## src/rtl/seq_alu.sv

```systemverilog
// ============================================================================
// seq_alu -- sequential ALU with a multi-cycle shift-add multiplier
//
// Seven of the operations complete in one cycle. The multiply takes one
// shift-add step per cycle for WIDTH cycles, and busy is high for that time.
// Result and flags are registered. They change only when done pulses.
//
// Parameters
//   WIDTH   operand/result width (2..64)
//   MUL_EN  1: func 3'b111 is the multi-cycle multiply
//           0: func 3'b111 is a single-cycle op that returns 0
//
// Ports
//   clk        rising-edge clock
//   rst        synchronous, active-high reset
//   start      request strobe; accepted only while busy=0
//   ALUFunc    op select (sampled on acceptance)
//   a, b       operands (sampled on acceptance)
//   busy       high while a multiply is in progress
//   done       one-cycle pulse: ALUResult/flags valid for the finished request
//   ALUResult  registered result of the last completed op
//   zero       ALUResult == 0
//   carry      carry out (ADD) / borrow (SUB), else 0
//   overflow   signed overflow (ADD/SUB), else 0
// ============================================================================
module seq_alu #(
   parameter int WIDTH  = 16,
   parameter int MUL_EN = 1
) (
   input  logic             clk,
   input  logic             rst,
   input  logic             start,
   input  logic [2:0]       ALUFunc,
   input  logic [WIDTH-1:0] a,
   input  logic [WIDTH-1:0] b,
   output logic             busy,
   output logic             done,
   output logic [WIDTH-1:0] ALUResult,
   output logic             zero,
   output logic             carry,
   output logic             overflow
);

   localparam int CW = $clog2(WIDTH + 1);
   localparam logic [CW-1:0] LAST_STEP = CW'(WIDTH - 1);

   typedef enum logic {IDLE, MUL} state_t;

   state_t           state_reg;
   logic [WIDTH-1:0] mcand_reg;   // multiplicand, shifted left each step
   logic [WIDTH-1:0] mplier_reg;  // multiplier, shifted right each step
   logic [WIDTH-1:0] acc_reg;     // modulo-2^WIDTH partial product
   logic [CW-1:0]    cnt_reg;

   logic [WIDTH:0]   sum_ext;
   logic [WIDTH:0]   diff_ext;
   logic [WIDTH-1:0] alu_res;
   logic             alu_c;
   logic             alu_v;
   logic [WIDTH-1:0] acc_next;

   // Single-cycle datapath. It works on the live inputs because a request
   // is captured on the same edge that accepts it.
   always_comb begin
      sum_ext  = {1'b0, a} + {1'b0, b};
      diff_ext = {1'b0, a} - {1'b0, b};
      alu_res  = '0;
      alu_c    = 1'b0;
      alu_v    = 1'b0;
      case (ALUFunc)
         3'b000: begin
            alu_res = sum_ext[WIDTH-1:0];
            alu_c   = sum_ext[WIDTH];
            alu_v   = (a[WIDTH-1] == b[WIDTH-1]) && (alu_res[WIDTH-1] != a[WIDTH-1]);
         end
         3'b001: begin
            alu_res = diff_ext[WIDTH-1:0];
            alu_c   = diff_ext[WIDTH];   // borrow: a < b unsigned
            alu_v   = (a[WIDTH-1] != b[WIDTH-1]) && (alu_res[WIDTH-1] != a[WIDTH-1]);
         end
         3'b010: alu_res = a & b;
         3'b011: alu_res = ~a;
         3'b100: alu_res = a | b;
         3'b101: alu_res = a ^ b;
         3'b110: alu_res = ($signed(a) < $signed(b)) ? WIDTH'(1) : '0;
         default: alu_res = '0;          // MUL with MUL_EN=0
      endcase
   end

   // One shift-add step: add the multiplicand when the current multiplier
   // LSB is set. Only the low WIDTH bits are kept.
   always_comb begin
      acc_next = mplier_reg[0] ? (acc_reg + mcand_reg) : acc_reg;
   end

   always_ff @(posedge clk) begin
      if (rst) begin
         state_reg  <= IDLE;
         busy       <= 1'b0;
         done       <= 1'b0;
         ALUResult  <= '0;
         zero       <= 1'b1;
         carry      <= 1'b0;
         overflow   <= 1'b0;
         cnt_reg    <= '0;
         acc_reg    <= '0;
         mcand_reg  <= '0;
         mplier_reg <= '0;
      end else begin
         done <= 1'b0;
         case (state_reg)
            IDLE: begin
               if (start) begin
                  if (ALUFunc == 3'b111 && MUL_EN != 0) begin
                     mcand_reg  <= a;
                     mplier_reg <= b;
                     acc_reg    <= '0;
                     cnt_reg    <= '0;
                     busy       <= 1'b1;
                     state_reg  <= MUL;
                  end else begin
                     ALUResult <= alu_res;
                     zero      <= (alu_res == '0);
                     carry     <= alu_c;
                     overflow  <= alu_v;
                     done      <= 1'b1;
                  end
               end
            end
            MUL: begin
               acc_reg    <= acc_next;
               mcand_reg  <= mcand_reg << 1;
               mplier_reg <= mplier_reg >> 1;
               cnt_reg    <= cnt_reg + 1'b1;
               // The last step publishes acc_next directly. This keeps busy
               // high for exactly WIDTH cycles and needs no extra state.
               if (cnt_reg == LAST_STEP) begin
                  ALUResult <= acc_next;
                  zero      <= (acc_next == '0);
                  carry     <= 1'b0;
                  overflow  <= 1'b0;
                  done      <= 1'b1;
                  busy      <= 1'b0;
                  cnt_reg   <= '0;
                  state_reg <= IDLE;
               end
            end
            default: begin
               state_reg <= IDLE;
               busy      <= 1'b0;
            end
         endcase
      end
   end

endmodule

```

## config.mk

```make
export PLATFORM = sky130hd
export DESIGN_NAME = seq_alu
export DESIGN_NICKNAME = d
export VERILOG_FILES = /design/src/rtl/seq_alu.sv
export SDC_FILE = /design/constraint.sdc
export NUM_CORES = 1
export LEC_CHECK = 0
export ABC_AREA = 1
export CORE_UTILIZATION = 43
export DETAILED_ROUTE_END_ITERATION = 10
export PLACE_DENSITY = 0.67
export SYNTH_ARGS = -nofsm -noshare
export SYNTH_HDL_FRONTEND = slang
export SYNTH_SLANG_ARGS = --single-unit
```

## constraint.sdc

```tcl
create_clock -name clk -period 3.6 [get_ports clk]
set_input_delay 1.08 -clock clk [delete_from_list [all_inputs] [get_ports clk]]
set_output_delay 1.08 -clock clk [all_outputs]
set_load 0.05 [all_outputs]
```

==> out/summary.txt <==
Post-synth top cells = 377 x nand2_1, 155 x inv_1, 114 x nor2_1
initial antenna violation count = 0
Num CTS Buffers = 9
Placer Congestion = 0.963
Final Hold Fails = 0
Iter 0 DRT Violations = 830
RSZ-0062 raised after global routing = no
register area share after synthesis = 21.2%
number of global-route vias before repair = 7,277
final WL = 23.3 mm
I/O Buffers = 58
period utilisation layout = 95.6%
EDFF count, synth = 0
Clk Latency, worst-skew pair = 0.33 ns
Routed WL per cell = 15.4 um
Warnings, synthesis = 0
layout cell share with drive strength beyond 1 = 9.51%
Slew headroom = 39.9%
clk root buf = clkbuf_16
fin util = 54.0%
worst path required time = 3.88 ns
IO Pins = 59
CTS tree = yes
cts hold-fix bufs = 0
Synth area leaders = dfxtp_1 21%, nand2_1 20%, ha_1 13%
Mapped Area = 7070 sq um
Vias/cell = 5.29
syn_area_per_cell = 5.96 sq um
Final Slew Violations = 0
placement row count = 46
critical path fanouts, max = 3
worst min path class = flop to flop
max cap viols = 0
Routed Antenna Nets = 0
iteration count of the initial detailed-routing pass = 8
DIE WIDTH = 130 um
top_reg_cell synth = dfxtp_1
CTS Buffer Depth = 2
ys async rst share = 0%
skew final = 0.00544 ns
Core Box Area = 15,900 sq um
critical path class = input port to flop
Synth top area share = 21.2%
CP endpoint kind = flop
ANT cells = 0
# DRC = 0
Final setup viols = 0
Total GRT Usage = 28.4%
largest net degree at the start of global routing = 60
fmax = 0.291 GHz
dominant cell type by area after synthesis = dfxtp_1
Post-Synthesis Cells = 1,186
synth unique cells = 41
most frequent cell after synthesis = nand2_1
clk sinks = 75
Die Span Y = 130 um
H-tree levels = 3
WP data arrival = 3.72 ns
Area Overhead vs Synth = 21.9%
gr ovfl total = 0
Final nets = 1,404
min Tclk post-route = 3.44 ns
P_leak = 4.18 nW
Startpoint Class = input port
Reg clk slew, reported paths = 0.05 ns
full die area = 17,000 sq um
first-pass GRT wire length = 37.3 mm
syn_nets = 1,300
Initial Utilization = 44.3%
peak supply drop = 284 uV
power per cell area = 302 nW/um^2
Synth Register Bits = 75
DP HPWL = 18.6 mm
Slew @ Worst Pin = 0.900 ns
Fin Hold WS = 0.461 ns
vias post-DR = 7,984
status = completed
==> cell type report <==
type                            count  area (sq um)
Inverter                          162           608
Sequential cell                    75          1500
Tap cell                          216           270
Multi-Input combinational cell    904          4740
Clock buffer                       13           260
Timing Repair Buffer              138          1200
Fill cell                        1679          7330
Clock inverter                      2          35.0
==> cells in the final DEF, fill, tap and decap left out, drive strengths merged, types with 19 or more instances in the layout <==
cell type and n:
nand3 98, dfxtp 75, o21ai 45, nor2 117, nand2 382, a21oi 74, o22ai 19, ha 73
inv 162, buf 81, clkdlybuf4s50 57, a31oi 22
==> timing repair <==
| action | 4_1_cts | 5_1_grt |
|---|---|---|
| resized for setup | 0 | 1 |
| hold endpoints to repair | 0 | 0 |
| setup buffers | 0 | 0 |
| endpoints found under the setup margin | 0 | 1 |
==> power by group <==
| part | internal [W] | switching (W) |
|---|---|---|
| Combinational | 0.000309 | 0.000505 |
| Clock | 0.000570 | 0.000333 |
| Sequential | 0.000857 | 0.0000254 |
| Total | 0.00174 | 0.000863 |
==> critical path, stage by stage <==
cell and delay, ns:
clkdlybuf4s50_1 0.52, inv_1 0.07, ha_1 0.23, fa_1 0.42, inv_1 0.11, nand2_1 0.08, nand2_1 0.09, nand3_1 0.07
nand3_1 0.08, nand3_1 0.06, nor2_1 0.22, nand3_1 0.11, nor2_1 0.15, nand3_1 0.09, nor2_1 0.10, nand3_1 0.07
nand2_1 0.06, nand2_1 0.05, nand2_1 0.05
==> worst paths after layout <==
check                                 start                       to  slack (ns)  cells past startpoint
hold / removal      cnt_reg[4]$_SDFFE_PP0P_  cnt_reg[4]$_SDFFE_PP0P_        0.46                      2
setup / recovery                       a[0]        zero$_SDFFE_PP1P_        0.16                     19
hold reg to reg     cnt_reg[4]$_SDFFE_PP0P_  cnt_reg[4]$_SDFFE_PP0P_        0.46                      2
setup reg to reg  mcand_reg[0]$_SDFFE_PP0P_        zero$_SDFFE_PP1P_        1.05                     17
==> stage by stage <==
stage                     TNS [ns]  cells  total power (W)  setup WS [ns]  instance area [sq um]
final                            0   1510          0.00260          0.160                   8620
after global routing             0   1510          0.00273        0.00224                   8620
after CTS                        0   1510          0.00259          0.221                   8610
after detailed placement    -0.188   1495          0.00170         -0.109                   8320
after global placement      -0.113   1495          0.00169        -0.0956                   8320
after floorplan                  0   1186          0.00137          0.778                   7070
==> cells by family (layout without fill, tap and decap cells) <==
logic type      count (synthesis)  count (layout)  share of synthesized area [%]
compound gates                196             196                           16.2
xor+xnor                        3               3                          0.372
flops                          75              75                           21.2
fa+ha+maj                      76              76                           13.8
buf+inv                       207             315                           11.8
simple gates                  629             629                           36.6
==> per-layer routing <==
layer  routed length (um)  track usage, %
met5                    0               0
met4                  677            8.21
met3                 1520            4.22
met2                10200            45.3
met1                10900            39.3
(Power assumes the default switching activity.)
